## config.mk

```make
export PLATFORM = sky130hd
export DESIGN_NAME = eth_tx_pacer
export DESIGN_NICKNAME = d
export VERILOG_FILES = /design/src/rtl/eth_tx_pacer.sv
export SDC_FILE = /design/constraint.sdc
export NUM_CORES = 1
export LEC_CHECK = 0
export CAP_MARGIN = 5
export CORE_UTILIZATION = 55
export DETAILED_ROUTE_END_ITERATION = 12
export GPL_ROUTABILITY_DRIVEN = 0
export PLACE_DENSITY_LB_ADDON = 0.05
export SLEW_MARGIN = 0
export SYNTH_ARGS = -nofsm -noshare
export SYNTH_HDL_FRONTEND = slang
export SYNTH_SLANG_ARGS = --single-unit
```

## constraint.sdc

```tcl
create_clock -name clk125MHz -period 2.1 [get_ports clk125MHz]
set_clock_uncertainty 0.1 [all_clocks]
set_input_delay 0.315 -clock clk125MHz [delete_from_list [all_inputs] [get_ports clk125MHz]]
set_output_delay 0.315 -clock clk125MHz [all_outputs]
set_load 0.01 [all_outputs]
```

## src/rtl/eth_tx_pacer.sv

```systemverilog
// eth_tx_pacer: transmit pacing and PHY bring-up controller for the RGMII TX path.
//
// Sequences the PHY reset, selects the link speed from debounced link status,
// produces the byte-advance strobe for the TX byte source and enforces the
// inter-frame gap.
//
// Ports:
//   clk125MHz      in   the only clock
//   rstb           in   asynchronous active-high reset
//   link_10mb      in   link status from rgmii_rx (asynchronous)
//   link_100mb     in   link status from rgmii_rx (asynchronous)
//   link_1000mb    in   link status from rgmii_rx (asynchronous)
//   frame_active   in   high while the byte source is inside a frame
//   eth_rst_b      out  PHY reset, active-low
//   phy_ready      out  PHY reset sequence complete
//   speed          out  11 = 1000, 10 = 100, 01 = 10, 00 = reserved
//   adv_data       out  one-cycle advance strobe to the byte source
//   ifg_ok         out  a new frame may start
//   speed_changed  out  one-cycle pulse in the first cycle of a new speed
module eth_tx_pacer #(
   parameter int unsigned DIV_W       = 8,
   parameter int unsigned DIV_100M    = 10,
   parameter int unsigned DIV_10M     = 100,
   parameter int unsigned RST_LOW     = 8388608,
   parameter int unsigned RST_WAIT    = 8388608,
   parameter int unsigned LINK_STABLE = 1024,
   parameter int unsigned IFG_BYTES   = 12
) (
   input  logic       clk125MHz,
   input  logic       rstb,
   input  logic       link_10mb,
   input  logic       link_100mb,
   input  logic       link_1000mb,
   input  logic       frame_active,
   output logic       eth_rst_b,
   output logic       phy_ready,
   output logic [1:0] speed,
   output logic       adv_data,
   output logic       ifg_ok,
   output logic       speed_changed
);

   localparam int unsigned RST_MAX = (RST_LOW > RST_WAIT) ? RST_LOW : RST_WAIT;
   localparam int unsigned RST_CW  = $clog2(RST_MAX + 1);
   localparam int unsigned STAB_W  = $clog2(LINK_STABLE + 1);
   localparam int unsigned IFG_W   = (IFG_BYTES > 0) ? $clog2(IFG_BYTES + 1) : 1;

   localparam logic [RST_CW-1:0] RST_LOW_LAST  = RST_CW'(RST_LOW - 1);
   localparam logic [RST_CW-1:0] RST_WAIT_LAST = RST_CW'(RST_WAIT - 1);
   localparam logic [STAB_W-1:0] STAB_MAX      = STAB_W'(LINK_STABLE);
   localparam logic [IFG_W-1:0]  IFG_MAX       = IFG_W'(IFG_BYTES);
   localparam logic [DIV_W-1:0]  DIV100_LAST   = DIV_W'(DIV_100M - 1);
   localparam logic [DIV_W-1:0]  DIV10_LAST    = DIV_W'(DIV_10M - 1);

   localparam logic [1:0] SPD_1000 = 2'b11;
   localparam logic [1:0] SPD_100  = 2'b10;
   localparam logic [1:0] SPD_10   = 2'b01;

   typedef enum logic [1:0] {StRst, StWait, StReady} state_e;

   state_e            state_q, state_d;
   logic [RST_CW-1:0] rst_cnt_q, rst_cnt_d;
   logic [2:0]        sync1_q, sync1_d, sync2_q, sync2_d;
   logic [1:0]        speed_q, speed_d, cand_prev_q, cand_prev_d;
   logic [STAB_W-1:0] stab_q, stab_d;
   logic              changed_q, changed_d;
   logic [DIV_W-1:0]  div_q, div_d;
   logic              adv_q, adv_d;
   logic [IFG_W-1:0]  ifg_q, ifg_d;
   logic              ifg_ok_q, ifg_ok_d;

   logic [1:0]       cand;
   logic             adopt;
   logic             is_ready;
   logic             go_ready;
   logic [DIV_W-1:0] div_last;

   // PHY reset sequencer
   always_comb begin
      state_d   = state_q;
      rst_cnt_d = rst_cnt_q;
      unique case (state_q)
         StRst: begin
            if (rst_cnt_q == RST_LOW_LAST) begin
               state_d   = StWait;
               rst_cnt_d = '0;
            end else begin
               rst_cnt_d = rst_cnt_q + RST_CW'(1);
            end
         end
         StWait: begin
            if (rst_cnt_q == RST_WAIT_LAST) begin
               state_d   = StReady;
               rst_cnt_d = '0;
            end else begin
               rst_cnt_d = rst_cnt_q + RST_CW'(1);
            end
         end
         StReady: begin
            state_d = StReady;
         end
         default: begin
            state_d   = StRst;
            rst_cnt_d = '0;
         end
      endcase
   end

   assign is_ready = (state_q == StReady);
   assign go_ready = (state_d == StReady);

   // Link synchronisers, bit 2 = 1000, bit 1 = 100, bit 0 = 10
   assign sync1_d = {link_1000mb, link_100mb, link_10mb};
   assign sync2_d = sync1_q;

   // Candidate selection, debounce and deferred adoption
   always_comb begin
      if (sync2_q[2]) begin
         cand = SPD_1000;
      end else if (sync2_q[1]) begin
         cand = SPD_100;
      end else if (sync2_q[0]) begin
         cand = SPD_10;
      end else begin
         cand = speed_q;  // no link: hold the last speed
      end

      adopt       = (stab_q == STAB_MAX) && !frame_active && (cand != speed_q);
      speed_d     = adopt ? cand : speed_q;
      changed_d   = adopt;
      cand_prev_d = cand;

      if (adopt || (cand == speed_q)) begin
         stab_d = '0;
      end else if (cand != cand_prev_q) begin
         stab_d = STAB_W'(1);
      end else if (stab_q != STAB_MAX) begin
         stab_d = stab_q + STAB_W'(1);
      end else begin
         stab_d = stab_q;
      end
   end

   // Advance divider and strobe
   always_comb begin
      div_last = (speed_q == SPD_100) ? DIV100_LAST : DIV10_LAST;
      div_d    = div_q;
      adv_d    = 1'b0;

      if (adopt) begin
         div_d = '0;
      end else if (is_ready && ((speed_q == SPD_100) || (speed_q == SPD_10))) begin
         div_d = (div_q == div_last) ? '0 : div_q + DIV_W'(1);
      end

      unique case (speed_q)
         SPD_1000:       adv_d = go_ready;  // strobe already on the first ready cycle
         SPD_100, SPD_10: adv_d = is_ready && (div_q == '0);
         default:        adv_d = 1'b0;
      endcase
   end

   // Inter-frame gap, counted in advance strobes
   always_comb begin
      ifg_d = ifg_q;
      if (frame_active) begin
         ifg_d = '0;
      end else if (go_ready && !is_ready) begin
         ifg_d = IFG_MAX;  // preload so the first frame need not wait
      end else if (adv_q && (ifg_q != IFG_MAX)) begin
         ifg_d = ifg_q + IFG_W'(1);
      end
      ifg_ok_d = go_ready && (ifg_d == IFG_MAX);
   end

   always_ff @(posedge clk125MHz or posedge rstb) begin
      if (rstb) begin
         state_q     <= StRst;
         rst_cnt_q   <= '0;
         sync1_q     <= '0;
         sync2_q     <= '0;
         speed_q     <= SPD_1000;
         cand_prev_q <= SPD_1000;
         stab_q      <= '0;
         changed_q   <= 1'b0;
         div_q       <= '0;
         adv_q       <= 1'b0;
         ifg_q       <= '0;
         ifg_ok_q    <= 1'b0;
      end else begin
         state_q     <= state_d;
         rst_cnt_q   <= rst_cnt_d;
         sync1_q     <= sync1_d;
         sync2_q     <= sync2_d;
         speed_q     <= speed_d;
         cand_prev_q <= cand_prev_d;
         stab_q      <= stab_d;
         changed_q   <= changed_d;
         div_q       <= div_d;
         adv_q       <= adv_d;
         ifg_q       <= ifg_d;
         ifg_ok_q    <= ifg_ok_d;
      end
   end

   assign eth_rst_b     = (state_q != StRst);
   assign phy_ready     = is_ready;
   assign speed         = speed_q;
   assign adv_data      = adv_q;
   assign ifg_ok        = ifg_ok_q;
   assign speed_changed = changed_q;

endmodule
```

Word-level counts from Yosys, hierarchy flattened --
Cells that the tools add are included.
Operators by class: $add $sub $neg 4, multiply operators 0, div/mod/pow operators 0, $lt $le $gt $ge 0, equal/unequal tests 15, shift-type cells 0, muxes and demuxes 19, bitwise operators 0, reductions and logical operators 18
Operator list (count):
- 24-bit one-hot mux with 2 select lines | 1
- 11-bit two-way mux | 3
- 24-bit by 1-bit adder with 24-bit output (second input constant) | 1
- 24-bit by 23-bit equality test with 1-bit output (second input constant) | 1
- 24-bit two-way mux | 1
- 8-bit two-way mux | 3
- 4-bit two-way mux | 3
- 11-bit by 1-bit adder with 11-bit output (second input constant) | 1
- 11-bit equality test (second input constant) | 1
- 11-bit inequality test (second input constant) | 1
- 2-bit two-way mux | 5
- 8-bit by 1-bit adder with 8-bit output (second input constant) | 1
- 2-bit equality test (second input constant) | 4
- 8-bit by 7-bit equality test with 1-bit output | 1
- 8-bit logical NOT | 1
- 1-bit logical AND | 7
- 7-bit two-way mux | 1
- 2-bit one-hot mux with 3 select lines | 1
- 4-bit by 1-bit adder with 4-bit output (second input constant) | 1
- 2-bit by 1-bit equality test with 1-bit output (second input constant) | 2
- 4-bit equality test (second input constant) | 1
- 2-bit inequality test | 2
- 4-bit inequality test (second input constant) | 1
- 2-bit nonzero test | 2
- 7 further kinds | 10
Word-level totals: flip-flop bits (word level) 62, latch bits 0, memory bits (writable) 0, memory bits (read-only) 0, input bits 6, output and inout port bits 7, memories kept 0

Depth between registers and ports, before layout --
depth after elaboration 9, mapped depth 8

Worst setup path before layout --
OpenSTA, ideal clock, no wires.
kind register to register, start point register speed_q[0] (netlist: speed[0]), end point register div_q[1], arrival time 1.948 ns, slack -0.074 ns, stages on the path, launching flop included 9, period minus slack after synthesis 2.174 ns, cell sequence dfstp_2 > inv_1 > ha_1 > and3b_1 > clkbuf_1 > nor4b_1 > o211ai_1 > o21ai_2 > nor2_1
Between the ends: longest elaborated chain between the ends 6, elaborated cells on any way between the ends 15, those cells by class eq/ne: 4; mux: 7; reduce/logical: 4
RTL lines:
- start: declaration | line 64 | logic [1:0] speed_q, speed_d, cand_prev_q, cand_prev_d;
- start signal: assignment | line 195 | speed_q <= speed_d;
- 2-bit equality test or 2-bit two-way mux (tied branches) | line 146, 152, 122
- 7-bit two-way mux or 2-bit two-way mux (tied branches) | line 146, 120
- 8-bit by 7-bit equality test with 1-bit output or 2-bit two-way mux (tied branches) | line 153, 118
- 8-bit two-way mux or 2-bit inequality test (tied branches) | line 153, 128
- 8-bit two-way mux or 1-bit logical AND (tied branches) | line 152, 128
- 8-bit two-way mux or 2-bit nonzero test (tied branches)
- end signal: assignment | line 199 | div_q <= div_d;
- end: declaration | line 67 | logic [DIV_W-1:0] div_q, div_d;
Parallel ways exist; a longest one is shown, timed or not. The select of a mux whose other input is x is not followed. A chain may end at the register's enable or synchronous reset.

Final worst setup path --
start point register state_q[0], end point output port eth_rst_b
Between the ends: longest elaborated chain between the ends 1
RTL lines:
- start: declaration | line 61 | state_e state_q, state_d;
- start signal: assignment | line 178 | state_q <= StRst;
- start signal: assignment | line 191 | state_q <= state_d;
- 2-bit nonzero test | line 206 | assign eth_rst_b = (state_q != StRst);
- end: declaration | line 35 | output logic eth_rst_b,
Every way passes these cells.

==> flow_summary.ini <==
[detailed_routing]
drcViolationCount = 0
first_pass_iters = 4
routed_wl_mm = 6.75
vias_per_cell = 5.71
drtAntennaViolNets = 0
drtIter0Drc = 222
routedWlPerCell_um = 15.0
num_vias = 2568

[power]
total_power_uw = 2540
power.leakage_uw = 0.00172
ir_drop_mv = 0.692
clkPwrFrac = 0.462
pwr_density_cell_nw_per_um2 = 661
power.share.switching = 0.225
power_frac_comb = 0.051
p_seq_frac = 0.488
power.internal_uw = 1970
p_switching_uw = 572

[synthesis]
synth_mux_area_frac = 0.0410
ys_seq_elements = 62
synthSimpleGateAreaFrac = 0.239
synth_area_leaders = dfrtp_1 45%, nor2_1 4.2%, ha_1 3.9%
async_flop_share = 1.00
syn_area_per_cell_sq_um = 9.63
syn_inst = 336
synth_top_area_share = 0.448
synth_edf_count = 0
dominantRegCellSynth = dfrtp_1
syn_area_sq_um = 3240
synth_nets = 352
synthAdderAreaFrac = 0.0387
synth_top_family_by_area = simple AND/OR/NAND/NOR gates
yosysWarnings = 0
synth_top_cell_by_area = dfrtp_1
synth_xor_area_frac = 0.0487
synth_cell_types = 48
synth-compound-area-share = 0.116
synth_seq_area_share = 0.481

[setup_path]
critical_path.startpoint_type = flip-flop
cp_cell_sequence = or2_2 -> clkdlybuf4s50_1
criticalPathCategory = reg -> out
crit_cells = 2
endpoint_kind = primary output
crit_buf_inv = 1
cp-endpoint = eth_rst_b
slowest_delay_ns = 0.48
crit_required_ns = 1.68
worstReg2RegEnd = div_q[1]
cp-startpoint = state_q[0]
cp_max_fo = 5
critPathTopFamily = buffers and inverters
r2r_slack_ns = 0.11
slowest_stage = clkdlybuf4s50_1
rr_worst_depth = 7
r2r_start = speed[1]
cp.arrival_ns = 1.58

[floorplanning]
die_w_um = 78.7
initial_utilization = 0.581
fp.dieH_um = 78.7
fp.coreArea_sq_um = 5570
die-area_sq_um = 6200
row_count = 27
io_pins = 13

[sta]
finalCritPeriodShare = 0.948
period_minus_slack_ns = 1.99
grt_setup_unrepaired = no
hold_violations = 0
worstMarginPinSlew_ns = 0.337
fmax_ghz = 0.502
setup_violations = 0
setup_ws_ns = 0.110
slew_headroom = 0.774
maxSlewViolCount = 0

[global_routing]
grt_pass1_vias = 2440
grt_max_degree = 47
grt_first_pass_wirelength_mm = 11.8
grtUsageMet1 = 0.367
use_met3 = 0.0425
grt.busiest_layer = met1
track_usage = 0.249
gr-usage-met2 = 0.366
grt_overflow = 0
grt_antenna_before_repair = 0

[worst_hold_path]
worstHoldPathType = in -> async

[cells_and_area]
final_cell_mix = 58 x dfrtp_1, 36 x nor2_1, 28 x nand2_1, 23 x nand3_1, 22 x buf_4
layout_commonest_cell = dfrtp_1
ff_latch_area_sq_um = 1560
nets = 389
diodes = 0
drive_gt1_frac = 0.169
fillers = 461
multi_input_area_sq_um = 1600
area_growth_syn_to_layout_pct = 18.9
final_cells = 450

[clock_tree]
cts_tree = built
htree_levels = 3
clkSlewWorstSetupHoldPaths_ns = 0.06
clkLatencyLatePin_ns = 0.34
clockBufferDepth = 2
numCtsBuffers = 9
cts.sinks = 62
cts_root_buffer = clkbuf_8
hold_buffers = 0

[place]
pre_cts_ws_ns = -0.00251
dpl.hpwl_mm = 4.61
dp.cells = 433
place.port_buffers = 12

[job]
cap_viol_max_count = 0

[status]
status = completed
## state kept, by name (all words and copies together), names as in the netlist
name	flops
ifg_ok	1
rst_cnt_q	24
speed	2
div_q	8
adv_data	1
cand_prev_q	2
stab_q	11
state_q	2
sync1_q	3
ifg_q	4
speed_changed	1
sync2_q	3
## cell type report
| class | count | share of cell area |
|---|---|---|
| clock buffers | 12 | 0.0377 |
| well taps | 72 | 0.0234 |
| flip-flops and latches | 62 | 0.404 |
| inverters | 17 | 0.0166 |
| multi-input cells | 247 | 0.415 |
| clock inverters | 4 | 0.0182 |
| repair buffers | 36 | 0.0845 |
## power groups by stage
stage | sequential (uW) | combinational, uW | clock, uW
floorplan | 1260 | 74.4 | 0
global placement | 1260 | 122 | 0
detailed placement | 1260 | 124 | 0
CTS | 1240 | 124 | 1190
global route | 1240 | 146 | 1260
finish | 1240 | 129 | 1170
## synth_stat cells (all sizes together) (6+ instances only)
cell type / n
a21oi: 22
buf: 6
dfrtp: 58
ha: 10
inv: 16
mux2i: 11
nand2: 28
nand3: 23
nand4: 12
nor2: 37
nor3: 9
nor4: 8
o21ai: 21
xnor2: 7
xor2: 11
## metal layers
| metal | wire [um] | vias to the layer above | part of all wire |
|---|---|---|---|
| met5 | 0 | - | 0 |
| met4 | 58 | 0 | 0.0086 |
| met3 | 154 | 6 | 0.023 |
| met2 | 3100 | 30 | 0.46 |
| met1 | 3430 | 1269 | 0.51 |
| li1 | - | 1263 | - |
## metrics by stage
step	util	hold slack (ns)	TNS, ns	area (sq um)
5_1_grt	0.690	0.0420	0	3850
3_3_place_gp	0.646	0.232	0	3600
6_report	0.690	0.0560	0	3850
2_1_floorplan	-	0.231	0	3240
4_1_cts	0.686	0.0439	0	3820
3_5_place_dp	0.646	0.241	-0.00251	3600
## worst min-delay path by stage
stage | start | endpoint | slack, ns | cells past startpoint
global placement | sync1_q[2] | sync2_q[2] | 0.23 | 0
finish | rstb | ifg_q[1] | 0.06 | 2
floorplan | sync1_q[0] | sync2_q[0] | 0.23 | 0
CTS | rstb | ifg_q[1] | 0.04 | 2
global route | rstb | ifg_q[1] | 0.04 | 2
detailed placement | sync1_q[1] | sync2_q[1] | 0.24 | 0
## cells by family after synthesis
group	Yosys count
muxes	13
xor gates and xnor gates	18
AOI/OAI and AO/OA	62
and+or+nand+nor	144
buffers and inverters	27
adders and majority gates	10
DFF	62
## worst register-to-register path, cell delays in order, from the launching register on
cell      delay (ns)
dfstp_2         0.58
inv_2           0.07
ha_4            0.26
and3b_2         0.21
nor4b_4         0.22
o211ai_1        0.17
o21ai_2         0.17
nor2_1          0.10
## what timing repair did
item,in CTS,in global routing
gates resized for setup,1,5
setup endpoints to repair,1,17
pin swaps,0,2
buffers inserted,0,1
(Power assumes the default switching activity.)
